==> src/rtl/logic_unit.sv <==
// rtl/logic_unit.sv - registered WIDTH-bit bitwise logic unit with 2-entry output buffer
module logic_unit #(
    parameter int WIDTH = 8,
    parameter int CNT_W = 16
) (
    input  logic             clk,
    input  logic             rst_n,
    input  logic             in_valid,
    output logic             in_ready,
    input  logic [WIDTH-1:0] A,
    input  logic [WIDTH-1:0] B,
    input  logic [2:0]       op,
    output logic             out_valid,
    input  logic             out_ready,
    output logic [WIDTH-1:0] OUT,
    output logic             flag_zero,
    output logic             flag_ones,
    output logic             flag_par,
    output logic [CNT_W-1:0] txn_count
);

    // Entry layout: {par, ones, zero, result}
    localparam int EW = WIDTH + 3;

    logic [EW-1:0]    head_q, head_d;
    logic [EW-1:0]    tail_q, tail_d;
    logic [1:0]       count_q, count_d;
    logic             in_ready_q, in_ready_d;
    logic [CNT_W-1:0] txn_q, txn_d;

    logic [WIDTH-1:0] res;
    logic [EW-1:0]    new_entry;
    logic             push;
    logic             pop;

    always_comb begin
        res = '0;
        case (op)
            3'd0: res = ~(A & B);
            3'd1: res = A & B;
            3'd2: res = A | B;
            3'd3: res = ~(A | B);
            3'd4: res = A ^ B;
            3'd5: res = ~(A ^ B);
            3'd6: res = ~A;
            3'd7: res = A;
            default: res = '0;
        endcase
        new_entry = {^res, &res, ~|res, res};
    end

    assign push = in_valid & in_ready_q;
    assign pop  = (count_q != 2'd0) & out_ready;

    // The head register is only overwritten by a new head, so it keeps the last result when empty
    always_comb begin
        head_d  = head_q;
        tail_d  = tail_q;
        count_d = count_q;
        if (pop && push) begin
            head_d = new_entry;
        end else if (pop) begin
            if (count_q == 2'd2) begin
                head_d = tail_q;
            end
            count_d = count_q - 2'd1;
        end else if (push) begin
            if (count_q == 2'd0) begin
                head_d = new_entry;
            end else begin
                tail_d = new_entry;
            end
            count_d = count_q + 2'd1;
        end
        in_ready_d = (count_d < 2'd2);
        txn_d      = txn_q + CNT_W'(push);
    end

    always_ff @(posedge clk or negedge rst_n) begin
        if (!rst_n) begin
            head_q     <= '0;
            tail_q     <= '0;
            count_q    <= 2'd0;
            in_ready_q <= 1'b0;
            txn_q      <= '0;
        end else begin
            head_q     <= head_d;
            tail_q     <= tail_d;
            count_q    <= count_d;
            in_ready_q <= in_ready_d;
            txn_q      <= txn_d;
        end
    end

    assign in_ready  = in_ready_q;
    assign out_valid = (count_q != 2'd0);
    assign OUT       = head_q[WIDTH-1:0];
    assign flag_zero = head_q[WIDTH];
    assign flag_ones = head_q[WIDTH+1];
    assign flag_par  = head_q[WIDTH+2];
    assign txn_count = txn_q;

endmodule

==> config.mk <==
export PLATFORM = sky130hd
export DESIGN_NAME = logic_unit
export DESIGN_NICKNAME = d
export VERILOG_FILES = /design/src/rtl/logic_unit.sv
export SDC_FILE = /design/constraint.sdc
export NUM_CORES = 1
export LEC_CHECK = 0
export CAP_MARGIN = 20
export CORE_ASPECT_RATIO = 0.5
export CORE_MARGIN = 5
export CORE_UTILIZATION = 45
export CTS_CLUSTER_DIAMETER = 150
export DETAILED_ROUTE_END_ITERATION = 10
export PLACE_DENSITY = 0.78
export SLEW_MARGIN = 20
export SYNTH_ARGS = -nofsm -noshare
export SYNTH_HDL_FRONTEND = slang
export SYNTH_SLANG_ARGS = --single-unit
==> constraint.sdc <==
create_clock -name clk -period 2.4 [get_ports clk]
set_clock_uncertainty 0.1 [all_clocks]
set_input_delay 0.36 -clock clk [delete_from_list [all_inputs] [get_ports clk]]
set_output_delay 0.36 -clock clk [all_outputs]
set_load 0.05 [all_outputs]
==> flow_metrics.py, run 1 <==
metrics = {
    "status": {
        "run_status": "completed",
    },
    "logic_synthesis": {
        "syn_area_per_cell_um2": 9.336,
        "postSynthCellCount": 297,
        "yosys_register_bits": 41,
        "yosys_warnings": 0,
        "synth.lib_cells_used.distinct": 42,
        "yosysSeqAreaShare_pct": 37.00,
        "synth.largest_area_cell": "dfrtp_1",
        "synth_top_cell_area_share_pct": 37.00,
        "post_synth_instance_area_mm2": 0.002773,
        "synthesis.nets": 352,
        "synth_top_cells_by_area": "dfrtp_1 (37%), ha_1 (14%), xnor2_1 (4.7%)",
    },
    "placed_design": {
        "placed_cells_incl_taps": 465,
        "routabilityCongestion": 0.8214,
        "detailed_place_hpwl_um": 4803,
        "port_buffers": 51,
    },
    "clocking": {
        "tritoncts": "done",
        "clkLatencyLatePin_ns": 0.28,
        "cts_max_level": 2,
        "cts_inserted_buffers": 5,
        "cts.path.max_buffers": 2,
        "cts_sinks": 41,
        "clock_pin_slew_of_the_registers_on_the_worst_case_setup_and_hold_paths_ns": 0.05,
        "cts.root.buffer_cell": "clkbuf_16",
        "cts.hold.buffers_added": 0,
    },
    "pwr": {
        "static_leakage_nw": 1.952,
        "totalPowerFinal_mw": 3.813,
        "irDropWorstVdd_mv": 0.4211,
        "power.density_mw_per_mm2": 914.5,
    },
    "critical_path": {
        "r2r_end": "head_q[3]",
        "rr_worst_depth": 9,
        "critPathMaxFanout": 4,
        "reg2reg_setup_slack_ns": 0.05,
        "capture_point_of_the_critical_path": "head_q[10]",
        "timing.critical_path.from_type": "input port",
        "arrival_ns": 2.45,
        "critical_path.reg2reg.startpoint": "count_q[0]",
        "timing.critical_path.to_type": "register",
        "path_class": "in2reg",
        "worst_setup_startpoint": "A[3]",
        "worstPathRequired_ns": 2.46,
    },
    "finish": {
        "final_nets": 459,
        "antenna_cells_inserted": 0,
        "postLayoutCoreUtil_pct": 69.13,
        "drive_gt1_share_pct": 35.80,
        "layoutNonFillerInstCount": 493,
        "num-fill-cells": 428,
        "syn_to_final_growth_pct": 50.36,
    },
    "global_route": {
        "via_count_of_the_first_global_routing_pass": 2584,
        "track_usage_pct": 18.05,
        "antenna_found_initial": 0,
        "grt_pass1_wl_um": 11540,
        "globalRoute.totalOverflow": 0,
        "pin_count_of_the_biggest_net_entering_global_routing": 42,
    },
    "floorplan": {
        "floorplan.die.width_um": 121.0,
        "placement_rows": 20,
        "floorplan.io_pins": 52,
        "floorplan.die.height_um": 65.51,
        "initial_utilization_pct": 45.98,
        "dieArea_mm2": 0.007927,
        "floorplan.core_area_mm2": 0.006031,
    },
    "hold_path": {
        "holdCritPathClass": "in2async",
    },
    "route": {
        "drc": 0,
        "routed_wl_um": 7484,
        "vias": 2500,
        "route.detailed.vias_per_inst": 5.071,
        "detailedRoute.firstPassIterationCount": 4,
        "wire_per_inst_um": 15.18,
        "antenna_left": 0,
        "initialDrtViolationCount": 179,
    },
    "timing": {
        "final_min_period_over_clock_period_pct": 99.60,
        "slew_violations": 0,
        "layout_min_cycle_time_ns": 2.390,
        "finalHoldViolCount": 0,
        "unrepaired_setup_endpoints_after_global_routing": "true",
        "finalSetupViolations": 0,
        "clock.fmax_ghz": 0.4183,
        "max-slew-margin-rel_pct": 40.49,
        "tightest_slew_ns": 0.8926,
    },
    "job": {
        "max_cap_viol_count": 0,
    },
}
placed cells by master, fill, tap and decap left out, drive strengths merged, types with 2 or more instances in the layout:
| master | count |
|---|---|
| buf | 70 |
| dfrtp | 41 |
| inv | 36 |
| ha | 32 |
| clkdlybuf4s50 | 31 |
| nand2 | 31 |
| o21ai | 29 |
| nor2 | 19 |
| xnor2 | 15 |
| xor2 | 10 |
| a21oi | 9 |
| clkbuf | 9 |
| nand3 | 8 |
| nand4 | 6 |
| mux4 | 5 |
| dlygate4sd2 | 5 |
| nand2b | 5 |
| nor3 | 4 |
| nor3b | 4 |
| o22ai | 4 |
| and2 | 4 |
| and3 | 3 |
| nor2b | 3 |
| a211oi | 3 |
| mux2i | 2 |
| o21bai | 2 |
| or3 | 2 |
| clkinv | 2 |
| a311oi | 2 |
| a41oi | 2 |
| clkdlybuf4s15 | 2 |
power breakdown:
group	internal, mW	total (mW)	switching, mW
registers	0.910	1.06	0.145
logic	0.868	2.12	1.26
clock network	0.381	0.633	0.252
total	2.16	3.81	1.65
cell type report:
class / count / area [um2] / area share, %
Timing Repair Buffer: 112 / 938.4 / 22.51
Multi-Input combinational cell: 208 / 1818 / 43.61
Clock inverter: 2 / 10.01 / 0.2401
Sequential cell: 41 / 1026 / 24.61
Tap cell: 88 / 110.1 / 2.641
Clock buffer: 6 / 128.9 / 3.091
Inverter: 36 / 137.6 / 3.301
cells in the mapped netlist:
cell / instances
and3_1: 3
o21ai_0: 24
a41oi_1: 2
nor2_1: 19
xnor2_1: 15
nor2b_1: 3
buf_2: 2
ha_1: 32
nand4_1: 6
o22ai_1: 4
clkbuf_4: 1
nand2_2: 2
o211ai_1: 1
a211oi_2: 1
and2b_1: 1
inv_1: 30
buf_1: 1
a211oi_1: 2
nand2_1: 29
mux4_2: 5
a21oi_2: 2
and2_1: 4
clkbuf_1: 2
o31ai_2: 1
nor3b_1: 4
a21oi_1: 7
or3_1: 2
buf_6: 4
nand2b_1: 5
nand3_2: 1
xor2_1: 10
nand3_1: 7
a311oi_1: 2
o21bai_1: 2
inv_4: 1
o21ai_1: 5
buf_4: 2
mux2i_1: 2
nor3_1: 4
dfrtp_1: 41
a211o_1: 1
inv_2: 5
per-layer routing:
metal  track usage, %  routed length (um)  vias up
li1                 -                   -     1207
met1            20.43                2999     1167
met2            33.86                3812       99
met3            3.783                 421       27
met4            6.638                 250        0
met5                0                   0        -
state kept, by name, summed over array words and instances (netlist names):
name,cells
in_ready,1
tail_q,11
head_q,11
txn_count,16
count_q,2
kinds of logic after synthesis:
| group | Yosys count | share of synthesized area (%) |
|---|---|---|
| fa+ha+maj | 32 | 14.44 |
| mux | 7 | 4.783 |
| simple gates | 90 | 15.84 |
| compound gates | 54 | 11.87 |
| buf+inv | 48 | 8.168 |
| xor+xnor | 25 | 7.897 |
| flops | 41 | 37.00 |
what timing repair did:
item | in CTS | in global routing
resized for setup | 74 | 35
setup endpoints to repair | 5 | 7
pin swaps | 30 | 12
buffers inserted | 19 | 1
critical path, stage by stage:
cell	delay, ns
dlygate4sd2_1	0.25
inv_2	0.07
ha_4	0.21
nor3b_1	0.28
a311oi_2	0.07
o22ai_2	0.19
and2_4	0.20
ha_4	0.21
xnor2_2	0.14
xnor2_1	0.22
nor2_1	0.06
a21oi_1	0.11
o21ai_1	0.08
how the worst min path moves through the flow:
stage / startpoint / end / slack [ns] / cells past startpoint
floorplan: rst_n / count_q[0] / -0.04 / 0
global placement: tail_q[7] / tail_q[7] / 0.35 / 2
detailed placement: tail_q[7] / tail_q[7] / 0.36 / 2
CTS: rst_n / head_q[6] / 0.15 / 1
global route: rst_n / count_q[1] / 0.21 / 1
finish: rst_n / count_q[1] / 0.11 / 1
through the flow:
stage	area [um2]	hold WS (ns)	worst slack [ns]	setup TNS, ns
2_1_floorplan	2780	-0.03559	0.005543	0
5_1_grt	4169	0.2078	-0.1400	-0.2272
3_5_place_dp	3640	0.3633	-0.6461	-3.461
6_report	4169	0.1068	0.009628	0
3_3_place_gp	3640	0.3534	-0.5636	-2.514
4_1_cts	4024	0.1502	0.0007954	0
Note: power is estimated with default switching activity, not from simulation.
==> run 2: changes to the inputs <==
CTS_CLUSTER_SIZE = 20   (was default)
SETUP_SLACK_MARGIN = 0.15   (was default)
==> run 2 against run 1 <==
The flow now finishes with violations (negative setup slack). Via count increased by 1.7%. Sequential share of layout area decreased by 1.3 points. Non-clock buffer count increased by 5. Sequential power about the same. Critical endpoint unchanged. First-iteration DRC count decreased by 22%. Register-to-register slack improved by 0.22 ns. Highest routed layer unchanged.
==> flow_metrics.py, run 2 (same netlist as run 1, synthesis figures left out) <==
metrics = {
    "critical_path": {
        "rr_worst_depth": 9,
        "timing.critical_path.cells": "dlygate4sd2_1, buf_6, buf_4, a311oi_2, o22ai_2, and2_4, ha_4, xnor2_2, xnor2_1, nor2_1, a21oi_1, o21ai_1",
        "path_class": "in2reg",
        "timing.critical_path.to_type": "register",
        "reg2reg_setup_slack_ns": 0.27,
        "r2r_end": "head_q[2]",
        "critical-path-max-stage-delay_ns": 0.30,
        "arrival_ns": 2.47,
        "worstPathRequired_ns": 2.46,
        "critPathMaxFanout": 5,
        "critical_path.reg2reg.startpoint": "count_q[1]",
        "cpMaxStageDelayCell": "a311oi_2",
        "timing.critical_path.from_type": "input port",
        "worst_setup_startpoint": "op[0]",
    },
    "timing": {
        "clock.fmax_ghz": 0.4140,
        "fin_hold_ws_ns": 0.1219,
        "finalHoldViolCount": 0,
        "tightest_slew_ns": 0.9103,
        "final_min_period_over_clock_period_pct": 100.7,
        "finalSetupViolations": 1,
        "layout_setup_ws_ns": -0.01566,
        "layout_min_cycle_time_ns": 2.416,
        "unrepaired_setup_endpoints_after_global_routing": "true",
        "max-slew-margin-rel_pct": 39.31,
        "slew_violations": 0,
    },
    "global_route": {
        "track_usage_pct": 19.70,
        "pin_count_of_the_biggest_net_entering_global_routing": 42,
        "via_count_of_the_first_global_routing_pass": 2663,
        "antenna_found_initial": 0,
        "globalRoute.totalOverflow": 0,
        "grt_pass1_wl_um": 12430,
    },
    "placed_design": {
        "post_dp_cell_area_mm2": 0.003772,
        "port_buffers": 51,
        "detailed_place_hpwl_um": 5185,
        "routabilityCongestion": 0.8778,
    },
    "finish": {
        "antenna_cells_inserted": 0,
        "num-fill-cells": 422,
        "syn_to_final_growth_pct": 59.03,
        "final_cell_area_mm2": 0.004409,
        "drive_gt1_share_pct": 43.77,
        "most-common-layout-cells": "buf_4 (60), dfrtp_1 (41), clkdlybuf4s50_1 (31), nand2_1 (29), inv_2 (18)",
        "layout_commonest_cell": "buf_4",
        "largest_reg_flops": 16,
        "final_nets": 464,
        "multiInputGateArea_mm2": 0.001921,
        "layout.area.seq_mm2": 0.001026,
    },
    "hold_path": {
        "holdCritPathClass": "in2async",
    },
    "clocking": {
        "cts_sinks": 41,
        "cts.root.buffer_cell": "clkbuf_16",
        "cts_max_level": 2,
        "cts.path.max_buffers": 2,
        "cts_inserted_buffers": 5,
        "clkLatencyLatePin_ns": 0.27,
        "clock_pin_slew_of_the_registers_on_the_worst_case_setup_and_hold_paths_ns": 0.06,
        "tritoncts": "done",
    },
    "floorplan": {
        "initial_utilization_pct": 45.98,
        "floorplan.core_area_mm2": 0.006031,
        "floorplan.die.height_um": 65.51,
        "floorplan.die.width_um": 121.0,
        "dieArea_mm2": 0.007927,
        "placement_rows": 20,
        "floorplan.io_pins": 52,
    },
    "route": {
        "antenna_left": 0,
        "initialDrtViolationCount": 140,
        "detailedRoute.firstPassIterationCount": 4,
        "vias": 2543,
        "routed_wl_um": 7910,
        "route.detailed.vias_per_inst": 5.117,
        "drc": 0,
        "wire_per_inst_um": 15.92,
    },
    "pwr": {
        "power.density_mw_per_mm2": 893.5,
        "irDropWorstVdd_mv": 0.4797,
        "static_leakage_nw": 2.011,
        "totalPowerFinal_mw": 3.940,
    },
    "status": {
        "violations": "negative setup slack",
        "run_status": "finished, violations left",
    },
    "job": {
        "max_cap_viol_count": 0,
    },
}
-- run 2: through the flow --
step	setup WS [ns]	util, %	instances	TNS (ns)
after floorplan	0.04262	-	297	0
after global placement	-0.6249	62.55	470	-2.678
after detailed placement	-0.6769	62.55	470	-3.293
after CTS	0.1046	69.73	492	0
after global routing	-0.1505	73.11	497	-0.1730
final	-0.01566	73.11	497	-0.01566
-- run 2: repair_timing --
item,4_1_cts,5_1_grt
setup endpoints to repair,14,15
pin swaps,29,28
hold buffers,0,0
cloned,2,0
buffers inserted,13,5
gates resized for setup,101,55
-- run 2: worst max-delay path by stage --
stage	endpoint	slack, ns
floorplan	head_q[10]	0.04
global placement	head_q[10]	-0.62
detailed placement	head_q[10]	-0.68
CTS	head_q[10]	0.10
global route	head_q[10]	-0.15
finish	head_q[10]	-0.02
-- run 2: final cells by class --
class                   instances  share of cell area [%]
repair buffers                117                   23.64
flip-flops and latches         41                   23.27
multi-input cells             208                   43.56
well taps                      88                   2.497
clock buffers                   7                   3.235
inverters                      36                   3.803
-- run 2: worst max-delay path, delay by kind of cell --
| family | cells | cell delay, ns |
|---|---|---|
| AND/OR/NAND/NOR | 2 | 0.27 |
| buffers and inverters | 3 | 0.55 |
| adder cells (fa/ha/maj) | 1 | 0.24 |
| XOR/XNOR | 2 | 0.41 |
| AO/OA/AOI/OAI | 4 | 0.65 |
-- run 2: report_power, final --
group	total, mW	internal, mW	switching, mW
Combinational	2.24	0.941	1.29
Clock	0.648	0.408	0.240
Sequential	1.06	0.910	0.146
Total	3.94	2.26	1.68
-- run 2: metal layers --
metal  GRT usage [%]  wire (um)  up-vias
met3           3.009        308       22
met5               0          0        -
li1                -          -     1211
met1           22.40       3010     1235
met2           38.08       4334       75
met4           6.497        256        0
